### src/rtl/bus_dma_master.sv
// bus_dma_master: single-channel copy engine. It masters the BUS block:
// it requests the bus, then copies `length` 64-bit words one at a time
// (read from the source pointer, then write to the destination pointer),
// releases the bus and pulses done.
//
// Ports:
//   clk       system clock, rising edge
//   reset_n   asynchronous active-low reset (aborts any transfer, no done)
//   start     one-cycle start strobe, sampled only in IDLE
//   src_addr  first source word address (latched on accepted start)
//   dst_addr  first destination word address (latched on accepted start)
//   length    number of words to copy (latched on accepted start)
//   busy      high from accepted start through the DONE cycle
//   done      one-cycle completion pulse
//   m_req     bus request
//   m_wr      1 = write cycle, 0 = read cycle
//   m_addr    bus address
//   m_dout    write data
//   m_grant   bus grant
//   m_din     read data, valid RD_LAT cycles after the read address cycle
module bus_dma_master #(
  parameter int unsigned RD_LAT = 1,
  parameter int unsigned LEN_W  = 9
) (
  input  logic             clk,
  input  logic             reset_n,
  input  logic             start,
  input  logic [15:0]      src_addr,
  input  logic [15:0]      dst_addr,
  input  logic [LEN_W-1:0] length,
  output logic             busy,
  output logic             done,
  output logic             m_req,
  output logic             m_wr,
  output logic [15:0]      m_addr,
  output logic [63:0]      m_dout,
  input  logic             m_grant,
  input  logic [63:0]      m_din
);

  typedef enum logic [2:0] {
    S_IDLE,
    S_REQ,
    S_RD,
    S_WAIT,
    S_WR,
    S_DONE
  } state_t;

  localparam logic [1:0] LAT_INIT = 2'(RD_LAT);

  state_t           state;
  logic [15:0]      src_ptr;
  logic [15:0]      dst_ptr;
  logic [LEN_W-1:0] len_q;
  logic [LEN_W-1:0] cnt;
  logic [LEN_W-1:0] cnt_nxt;
  logic [1:0]       lat;
  logic [63:0]      buffer;

  // The capture register is the write-data register: it is loaded at the end
  // of WAIT, presented during WR and simply holds afterwards.
  assign m_dout  = buffer;
  assign cnt_nxt = cnt + LEN_W'(1);

  // Outputs are registered: each transition loads the values belonging to the
  // state being entered. Any grant loss in RD/WAIT/WR falls back to REQ
  // without capturing or advancing, so the current word restarts from RD.
  always_ff @(posedge clk or negedge reset_n) begin
    if (!reset_n) begin
      state   <= S_IDLE;
      busy    <= 1'b0;
      done    <= 1'b0;
      m_req   <= 1'b0;
      m_wr    <= 1'b0;
      m_addr  <= '0;
      buffer  <= '0;
      src_ptr <= '0;
      dst_ptr <= '0;
      len_q   <= '0;
      cnt     <= '0;
      lat     <= '0;
    end else begin
      done <= 1'b0;
      case (state)
        S_IDLE: begin
          if (start) begin
            busy <= 1'b1;
            if (length != '0) begin
              src_ptr <= src_addr;
              dst_ptr <= dst_addr;
              len_q   <= length;
              cnt     <= '0;
              m_req   <= 1'b1;
              m_wr    <= 1'b0;
              state   <= S_REQ;
            end else begin
              done  <= 1'b1;
              state <= S_DONE;
            end
          end
        end

        S_REQ: begin
          if (m_grant) begin
            m_addr <= src_ptr;
            state  <= S_RD;
          end
        end

        S_RD: begin
          if (!m_grant) begin
            state <= S_REQ;
          end else begin
            lat   <= LAT_INIT;
            state <= S_WAIT;
          end
        end

        S_WAIT: begin
          if (!m_grant) begin
            state <= S_REQ;
          end else if (lat == 2'd1) begin
            buffer <= m_din;
            m_wr   <= 1'b1;
            m_addr <= dst_ptr;
            state  <= S_WR;
          end else begin
            lat <= lat - 2'd1;
          end
        end

        S_WR: begin
          m_wr <= 1'b0;
          if (!m_grant) begin
            state <= S_REQ;
          end else begin
            src_ptr <= src_ptr + 16'd1;
            dst_ptr <= dst_ptr + 16'd1;
            cnt     <= cnt_nxt;
            if (cnt_nxt == len_q) begin
              m_req <= 1'b0;
              done  <= 1'b1;
              state <= S_DONE;
            end else begin
              m_addr <= src_ptr + 16'd1;
              state  <= S_RD;
            end
          end
        end

        S_DONE: begin
          busy  <= 1'b0;
          state <= S_IDLE;
        end

        default: begin
          busy  <= 1'b0;
          m_req <= 1'b0;
          m_wr  <= 1'b0;
          state <= S_IDLE;
        end
      endcase
    end
  end

endmodule

### config.mk
export PLATFORM = sky130hd
export DESIGN_NAME = bus_dma_master
export DESIGN_NICKNAME = d
export VERILOG_FILES = /design/src/rtl/bus_dma_master.sv
export SDC_FILE = /design/constraint.sdc
export NUM_CORES = 1
export LEC_CHECK = 0
export ABC_CLOCK_PERIOD_IN_PS = 2600
export BUFFER_PORTS_ARGS = -buffer_cell sky130_fd_sc_hd__clkbuf_2
export CORE_ASPECT_RATIO = 1.4
export CORE_MARGIN = 2
export CORE_UTILIZATION = 40
export DETAILED_ROUTE_END_ITERATION = 10
export GPL_ROUTABILITY_DRIVEN = 1
export HOLD_SLACK_MARGIN = 0.05
export PLACE_DENSITY = 0.69
export SYNTH_ARGS = -nofsm -noshare
export SYNTH_HDL_FRONTEND = slang
export SYNTH_SLANG_ARGS = --single-unit
### constraint.sdc
create_clock -name clk -period 2.6 [get_ports clk]
set_input_delay 0.13 -clock clk [delete_from_list [all_inputs] [get_ports clk]]
set_output_delay 0.13 -clock clk [all_outputs]
set_load 0.05 [all_outputs]
* Word-level counts from Yosys, hierarchy flattened *
Index checks and enable logic that the tools add are counted.

word-level totals
  bits in registers = 139
  logic and storage cells = 102
  input bits = 109
  output and inout port bits = 84

operators by class
  eq/ne operators = 18
  muxes and demuxes = 48
  reductions and logical operators = 17
  bitwise logic cells = 3
  add/sub/neg operators = 4

operators with widths
  operator                                       number
  two-way mux 16 bit                             11
  one-hot mux 16 bit (2 select lines)            2
  one-hot mux 16 bit (3 select lines)            1
  adder 16 x 1 -> 16 bit, second input constant  2
  two-way mux 9 bit                              3
  two-way mux 3 bit                              7
  != test 2 bit, second input constant           10
  one-hot mux 9 bit (2 select lines)             1
  one-hot mux 3 bit (5 select lines)             1
  two-way mux 1 bit                              13
  AND reduction 5 bit                            2
  adder 9 x 1 -> 9 bit, second input constant    1
  == test 9 bit                                  1
  AND reduction 3 bit                            3
  nonzero test 9 bit                             1
  two-way mux 2 bit                              4
  AND reduction 4 bit                            2
  OR reduction 4 bit                             2
  == test 3 x 2 -> 1 bit, second input constant  2
  == test 3 bit, second input constant           2
  one-hot mux 1 bit (3 select lines)             2
  AND reduction 6 bit                            1
  one-hot mux 1 bit (2 select lines)             2
  one-hot mux 2 bit (2 select lines)             1
  10 further kinds                               13

* Longest topological paths before layout *
Gate-level depths: netlist of the first run.

  depth after elaboration = 5
  depth in mapped cells = 9
  mapped depth without buffers = 8

* Worst setup path before layout of the first run *
OpenSTA, ideal clock, no wires.

  kind = register to register
  from = register cnt[0]
  to = register m_addr[10]
  path buffers = 1
  clock period less this slack = 2.222 ns
  cell stages (with the launch flop) = 9
  data arrival time = 2.097 ns
  library setup time = 0.125 ns
  slack = 0.378 ns
  cell sequence = dfrtp_1 -> ha_1 -> xor2_1 -> nor2_1 -> nand4_1 -> nor4_4 -> a21oi_4 -> buf_6 -> mux2_4

between the ends
  word-level cells in the longest chain between the ends = 4

RTL lines
  element                        RTL line  text
  start: declaration             56        logic [LEN_W-1:0] cnt;
  start signal: assignment       140       cnt <= cnt_nxt;
  adder 9 x 1 -> 9 bit           64        assign cnt_nxt = cnt + LEN_W'(1);
  == test 9 bit                  141       if (cnt_nxt == len_q) begin
  != test 2 bit (no line)        n/a
  AND reduction 6 bit (no line)  n/a
  end signal: assignment         106       m_addr <= src_ptr;
  end signal: assignment         126       m_addr <= dst_ptr;
  end signal: assignment         146       m_addr <= src_ptr + 16'd1;
  end: declaration               35        output logic [15:0] m_addr,

No other way between the ends.
A chain may end at the register's enable or synchronous reset.

* Final worst setup path of the first run *
  from = register cnt[0]
  to = register m_addr[12]

Same word-level chain as after synthesis.

==> summary.md, run 1 <==
| Metric | Value |
|---|---|
| Status | `complete, no violations` |
| Post_cts resized | `0` |
| Final Util | `0.578` |
| Vias/cell | `5.43` |
| CTS H-Tree Depth | `4` |
| IO buf count | `approximately 190` |
| Rel. slew slack | `0.608` |
| Largest net degree at the start of global routing | `65` |
| M3 GR Usage | `0.0452` |
| Multi-input combinational cell area | `3080 um^2` |
| CP Max Fanout | `16` |
| Post-route setup TNS | `0 ns` |
| Req. time, crit path | `between 2 and 3 ns` |
| Synth area leaders | `dfrtp_1 (51%), mux2_2 (13%), a21oi_1 (3.8%)` |
| # diodes | `0` |
| CP Cell Sequence | `ha_1 -> nand3_1 -> xnor2_1 -> nand4_1 -> nor4_4 -> a21oi_4 -> buf_4 -> mux2_4` |
| Number of flops mapped to enable cells by yosys | `0` |
| Clk sink count | `139` |
| Mapped Area | `6770 um^2` |
| Setup Buffers After CTS | `0` |
| M1 GR Usage | `0.252` |
| Peak supply drop | `~570 uV` |
| TritonCTS clock tree | `built` |
| Num CTS Buffers | `17` |
| Setup Crit Path Kind | `flop to flop` |
| Drt drc | `0` |
| Worst setup margin | `approximately 0.28 ns` |
| GRT busiest layer | `met2` |
| Gpl congestion | `0.861` |
| ANT nets after route | `0` |
| Least-Margin Pin Slew | `0.588 ns` |
| Routed WL | `between 15000 and 20000 um` |
| Full die area | `18000 um^2` |
| First-pass GRT wire length | `30700 um` |
| Clock Path Buffers | `2` |
| Io pins | `193` |
| P_leak | `between 4 and 5 nW` |
| Storage cell area | `3480 um^2` |
| GRT overflow | `0` |
| DRT iter0 DRCs | `501` |
| Initial antenna violation count | `0` |
| Nets | `1040` |
| Final Setup Violations | `0` |
| Worst-Skew Late Latency | `0.42 ns` |
| Vias in the first global route | `6067` |
| Total GRT Usage | `0.221` |
| Synth Register Bits | `139` |
| Height of the chip | `158 um` |
| Commonest cells in the netlist | `dfrtp_1 (139), mux2_2 (79), nand2_1 (61)` |
| Area delta synth->final | `42.4%` |
| Crit path largest cell delay | `0.43 ns` |
| Fillcell total | `1393` |
| RSZ-0062 raised after global routing | `false` |
| Library cells used by synthesis | `53` |
| Ys async rst share | `1.00` |
| Crit path launch type | `flop` |
| Fin. Hold Viols | `0` |
| Seq/Total Area, Yosys | `0.514` |
| Main synth FF type | `dfrtp_1` |
| Min-delay worst type | `input pin to flop` |
| Reg clk slew, reported paths | `0.07 ns` |
| Clock Skew | `0.00705 ns` |
| Count leader, synth | `dfrtp_1` |
| Share of post-route cells with drive strength above 1 | `0.362` |
| Worst setup EP type | `flop` |
| MaxCap Viol Count | `0` |
| Wire per inst | `about 17 um` |
| Tcrit/Tclk final | `0.892` |
| Worst EP arrival | `2.63 ns` |
| Avg Cell Area, Syn | `between 10 and 15 um^2` |
| CP max stage cell | `dfrtp_1` |
| Min Clock Period, post-route | `between 2 and 2.5 ns` |
| Std cell rows | `56` |
| Die W | `114 um` |
| Drt pass-1 iters | `5` |
| Dpl ws | `0.295 ns` |
| Post-synth top area cell | `dfrtp_1` |
| GRT met2 Usage | `0.398` |
| CP bufs+invs | `1` |
| Yosys warning total | `0` |
| Cells after Synth | `634` |
| Post-synth top area share | `0.514` |
| Max Fclk | `431 MHz` |
| DP Wirelength | `about 13000 um` |
| CP top delay family | `simple AND/OR/NAND/NOR gates` |
| Power Density | `1290 nW/um^2` |
| Core area | `between 15000 and 20000 um^2` |
| Total vias in the final route | `just over 6000` |
| Post-Syn Nets | `747` |
| Root buf cell | `clkbuf_16` |
| Final Max Tran Viols | `0` |
| Initial Util | `0.406` |
-- final cells by class --
cell class | count | area share
clock inverter | 15 | 0.0186
timing repair buffer | 313 | 0.226
sequential | 139 | 0.361
multi-input combinational | 445 | 0.319
tap | 203 | 0.0264
inverter | 11 | 0.00429
clock buffer | 17 | 0.0442
-- logic make-up (layout without fill, tap and decap cells) --
logic type,count (synthesis),after routing,share of synthesized area
fa+ha+maj,4,4,0.00740
flops,139,139,0.514
compound gates,165,165,0.152
simple gates,173,173,0.123
buf+inv,50,356,0.0329
xor+xnor,16,16,0.0207
mux,87,87,0.149
-- timing repair --
action | CTS | global route
hold endpoints to repair | 159 | 0
hold buffers | 101 | 0
endpoints found under the setup margin | 0 | 0
-- placed cells by master (no fill, tap or decap), types with 7 or more instances in the layout --
| cell type | count |
|---|---|
| o22ai_1 | 13 |
| clkbuf_2 | 191 |
| dfrtp_1 | 139 |
| nand2_1 | 61 |
| mux2_4 | 8 |
| nand3_1 | 26 |
| a31oi_1 | 8 |
| mux2_2 | 79 |
| a21oi_1 | 51 |
| inv_1 | 11 |
| nor3_1 | 13 |
| clkbuf_16 | 17 |
| nor2_1 | 35 |
| xnor2_1 | 12 |
| buf_4 | 16 |
| a221o_1 | 7 |
| and3_1 | 11 |
| o21ai_0 | 46 |
| dlygate4sd3_1 | 101 |
-- worst reg2reg max path, stage by stage (launching register included) --
cell and delay [ns]:
dfrtp_1 0.43, ha_1 0.31, nand3_1 0.14, xnor2_1 0.22, nand4_1 0.16, nor4_4 0.30
a21oi_4 0.08, buf_4 0.23, mux2_4 0.33
-- where the power goes --
| part | switching, mW | leakage, nW | internal (mW) |
|---|---|---|---|
| Combinational | 3.94 | 2.48 | 2.00 |
| Sequential | 0.833 | 1.71 | 3.16 |
| Clock | 1.05 | 0.297 | 1.45 |
| Total | 5.82 | 4.49 | 6.61 |
-- through the flow --
step                      power (mW)  cell area [um^2]  hold slack (ns)  instances
after CTS                       12.4              9630           0.0767       1143
after detailed placement        9.75              8020            0.156       1010
final                           12.4              9630           0.0765       1143
after floorplan                 8.24              6770           -0.166        634
after global placement          9.65              8020            0.154       1010
after global routing            13.1              9630            0.100       1143
-- worst paths after layout --
check / start / end / slack, ns / cells after the start
min in group asynchronous: reset_n / m_dout[29] / 0.26 / 2
worst max-delay path: cnt[0] / m_addr[12] / 0.28 / 8
worst min register to register: m_dout[28] / m_dout[28] / 0.51 / 1
max in group asynchronous: reset_n / dst_ptr[8] / 1.50 / 3
worst max register to register: cnt[0] / m_addr[12] / 0.28 / 8
worst min-delay path: src_addr[9] / src_ptr[9] / 0.08 / 3
-- flip-flops by register name, indices dropped and copies added (netlist names) --
signal / count
m_req: 1
cnt: 9
busy: 1
m_addr: 16
len_q: 9
dst_ptr: 16
m_wr: 1
m_dout: 64
lat: 2
state: 3
src_ptr: 16
done: 1
-- routing by layer --
metal | vias up | part of all wire
met1 | 2981 | 0.39
met5 | - | 0
met2 | 267 | 0.52
met4 | 0 | 0.028
met3 | 38 | 0.067
li1 | 2925 | -
Note: power is estimated with default switching activity, not from simulation.
==> run 2: changes to the inputs <==
- BUFFER_PORTS_ARGS: -buffer_cell sky130_fd_sc_hd__clkbuf_2 -> -buffer_cell sky130_fd_sc_hd__buf_2
==> run 2 against run 1 <==
Net effect: clock-buffer cell count up 1; register-to-register slack better by 0.05 ns; total power up 0.16%; largest power group unchanged; hold slack worse by 0.015 ns; die area unchanged; clock power about the same.
==> summary.md, run 2 (same netlist as run 1, synthesis figures left out) <==
| Metric | Value |
|---|---|
| Fillcell total | `1363` |
| TritonCTS clock tree | `built` |
| Area delta synth->final | `42.7%` |
| ANT nets after route | `0` |
| CP Max Fanout | `16` |
| Clk sink count | `139` |
| Req. time, crit path | `2.91 ns` |
| Crit path launch type | `flop` |
| Root buf cell | `clkbuf_16` |
| Setup Crit Path Kind | `flop to flop` |
| Setup Buffers After CTS | `0` |
| Io pins | `about 190` |
| Post_cts resized | `0` |
| Total vias in the final route | `6180` |
| Vias in the first global route | `6070` |
| Fin. Hold Viols | `0` |
| IO buf count | `about 190` |
| Total GRT Usage | `0.219` |
| Drt drc | `0` |
| Max Fclk | `about 440 MHz` |
| CP bufs+invs | `1` |
| Final Setup Violations | `0` |
| Multi-input combinational cell area | `3080 um^2` |
| Min-delay worst type | `input pin to flop` |
| Least-Margin Pin Slew | `0.588 ns` |
| GRT overflow | `0` |
| Rel. slew slack | `0.608` |
| Hold buffers post-CTS | `100` |
| Share of post-route cells with drive strength above 1 | `0.363` |
| Largest net degree at the start of global routing | `65` |
| CP Cell Sequence | `ha_1 -> nand3_1 -> xnor2_1 -> nand4_1 -> nor4_4 -> a21oi_4 -> buf_12 -> mux2_4` |
| Hold Slack | `between 0.06 and 0.07 ns` |
| CP max stage cell | `dfrtp_1` |
| Core area | `16700 um^2` |
| Wire per inst | `roughly 17 um` |
| First-pass GRT wire length | `30800 um` |
| Clock Path Buffers | `2` |
| Initial Util | `0.406` |
| Post-route setup TNS | `0 ns` |
| Peak supply drop | `451 uV` |
| Routed WL | `19600 um` |
| Worst-Skew Late Latency | `around 0.42 ns` |
| Full die area | `18000 um^2` |
| Reg clk slew, reported paths | `0.07 ns` |
| Placed Instance Area | `8040 um^2` |
| Crit path largest cell delay | `approximately 0.43 ns` |
| Max reg flops | `64` |
| Std cell rows | `56` |
| Setup crit start | `cnt[0]` |
| Commonest non-fill, non-tap cells in the layout | `buf_2 (191), dfrtp_1 (139), dlygate4sd3_1 (100)` |
| Worst setup EP type | `flop` |
| Post-route cell area | `9650 um^2` |
| Worst EP arrival | `2.58 ns` |
| Storage cell area | `3480 um^2` |
| Initial antenna violation count | `0` |
| # diodes | `0` |
| Reg-to-reg startpoint | `cnt[0]` |
| Status | `complete, no violations` |
| Height of the chip | `between 150 and 200 um` |
| Most common cell after layout, fill and taps aside | `buf_2` |
| Num CTS Buffers | `17` |
| DRT iter0 DRCs | `440` |
| Min Clock Period, post-route | `between 2 and 2.5 ns` |
| Nets | `1040` |
| MaxCap Viol Count | `0` |
| RSZ-0062 raised after global routing | `false` |
| Tcrit/Tclk final | `0.873` |
| Drt pass-1 iters | `8` |
| Worst Min Path Start | `dst_addr[15]` |
| DP Wirelength | `12700 um` |
| Clock Skew | `0.00858 ns` |
| CP top delay family | `simple AND/OR/NAND/NOR gates` |
| Gpl congestion | `0.844` |
| Power Density | `1290 nW/um^2` |
| Vias/cell | `between 5 and 6` |
| Die W | `~110 um` |
| Final Max Tran Viols | `0` |
| Pwr Total | `12.4 mW` |
| CTS H-Tree Depth | `4` |
| P_leak | `4.49 nW` |
-- run 2: cell count changes in the layout (fill, tap and decap cells not counted) --
cell / previous run / this run
buf_12: 4 / 5
buf_2: 0 / 191
clkbuf_2: 191 / 0
clkbuf_8: 0 / 1
clkinv_2: 1 / 0
clkinv_4: 2 / 1
clkinvlp_4: 1 / 2
dlygate4sd3_1: 101 / 100
-- run 2: metal layers --
| layer | GRT usage | vias up | wire [um] | part of all wire |
|---|---|---|---|---|
| li1 | - | 2909 | - | - |
| met1 | 0.254 | 2988 | 7790 | 0.40 |
| met2 | 0.391 | 247 | 10000 | 0.51 |
| met3 | 0.0536 | 36 | 1320 | 0.067 |
| met4 | 0.0842 | 0 | 464 | 0.024 |
| met5 | 0 | - | 0 | 0 |
-- run 2: worst reg2reg max path, cell delays in order, from the launching register on --
cell	delay, ns
dfrtp_1	0.43
ha_1	0.30
nand3_1	0.14
xnor2_1	0.23
nand4_1	0.17
nor4_4	0.31
a21oi_4	0.10
buf_12	0.17
mux2_4	0.31
-- run 2: worst paths after layout --
kind,end,slack (ns),depth (start not counted)
setup / recovery,m_addr[13],0.33,8
hold / removal,dst_ptr[15],0.06,3
setup reg to reg,m_addr[13],0.33,8
hold reg to reg,m_dout[57],0.50,1
max in group asynchronous,lat[1],1.54,3
min in group asynchronous,m_dout[27],0.28,2
-- run 2: stage by stage --
step,setup WS [ns],instances,utilization
2_1_floorplan,0.378,634,-
3_3_place_gp,0.378,1011,0.482
3_5_place_dp,0.304,1011,0.482
4_1_cts,0.300,1143,0.579
5_1_grt,0.122,1143,0.579
6_report,0.330,1143,0.579
-- run 2: final cells by class --
| type | instances | area share |
|---|---|---|
| clock buffer | 18 | 0.0455 |
| clock inverter | 14 | 0.0179 |
| inverter | 11 | 0.00428 |
| multi-input combinational | 445 | 0.319 |
| sequential | 139 | 0.360 |
| tap | 203 | 0.0263 |
| timing repair buffer | 313 | 0.227 |
-- run 2: power by group --
group | internal, mW | switching (mW)
clock | 1.48 | 1.03
sequential | 3.16 | 0.807
combinational | 2.04 | 3.93
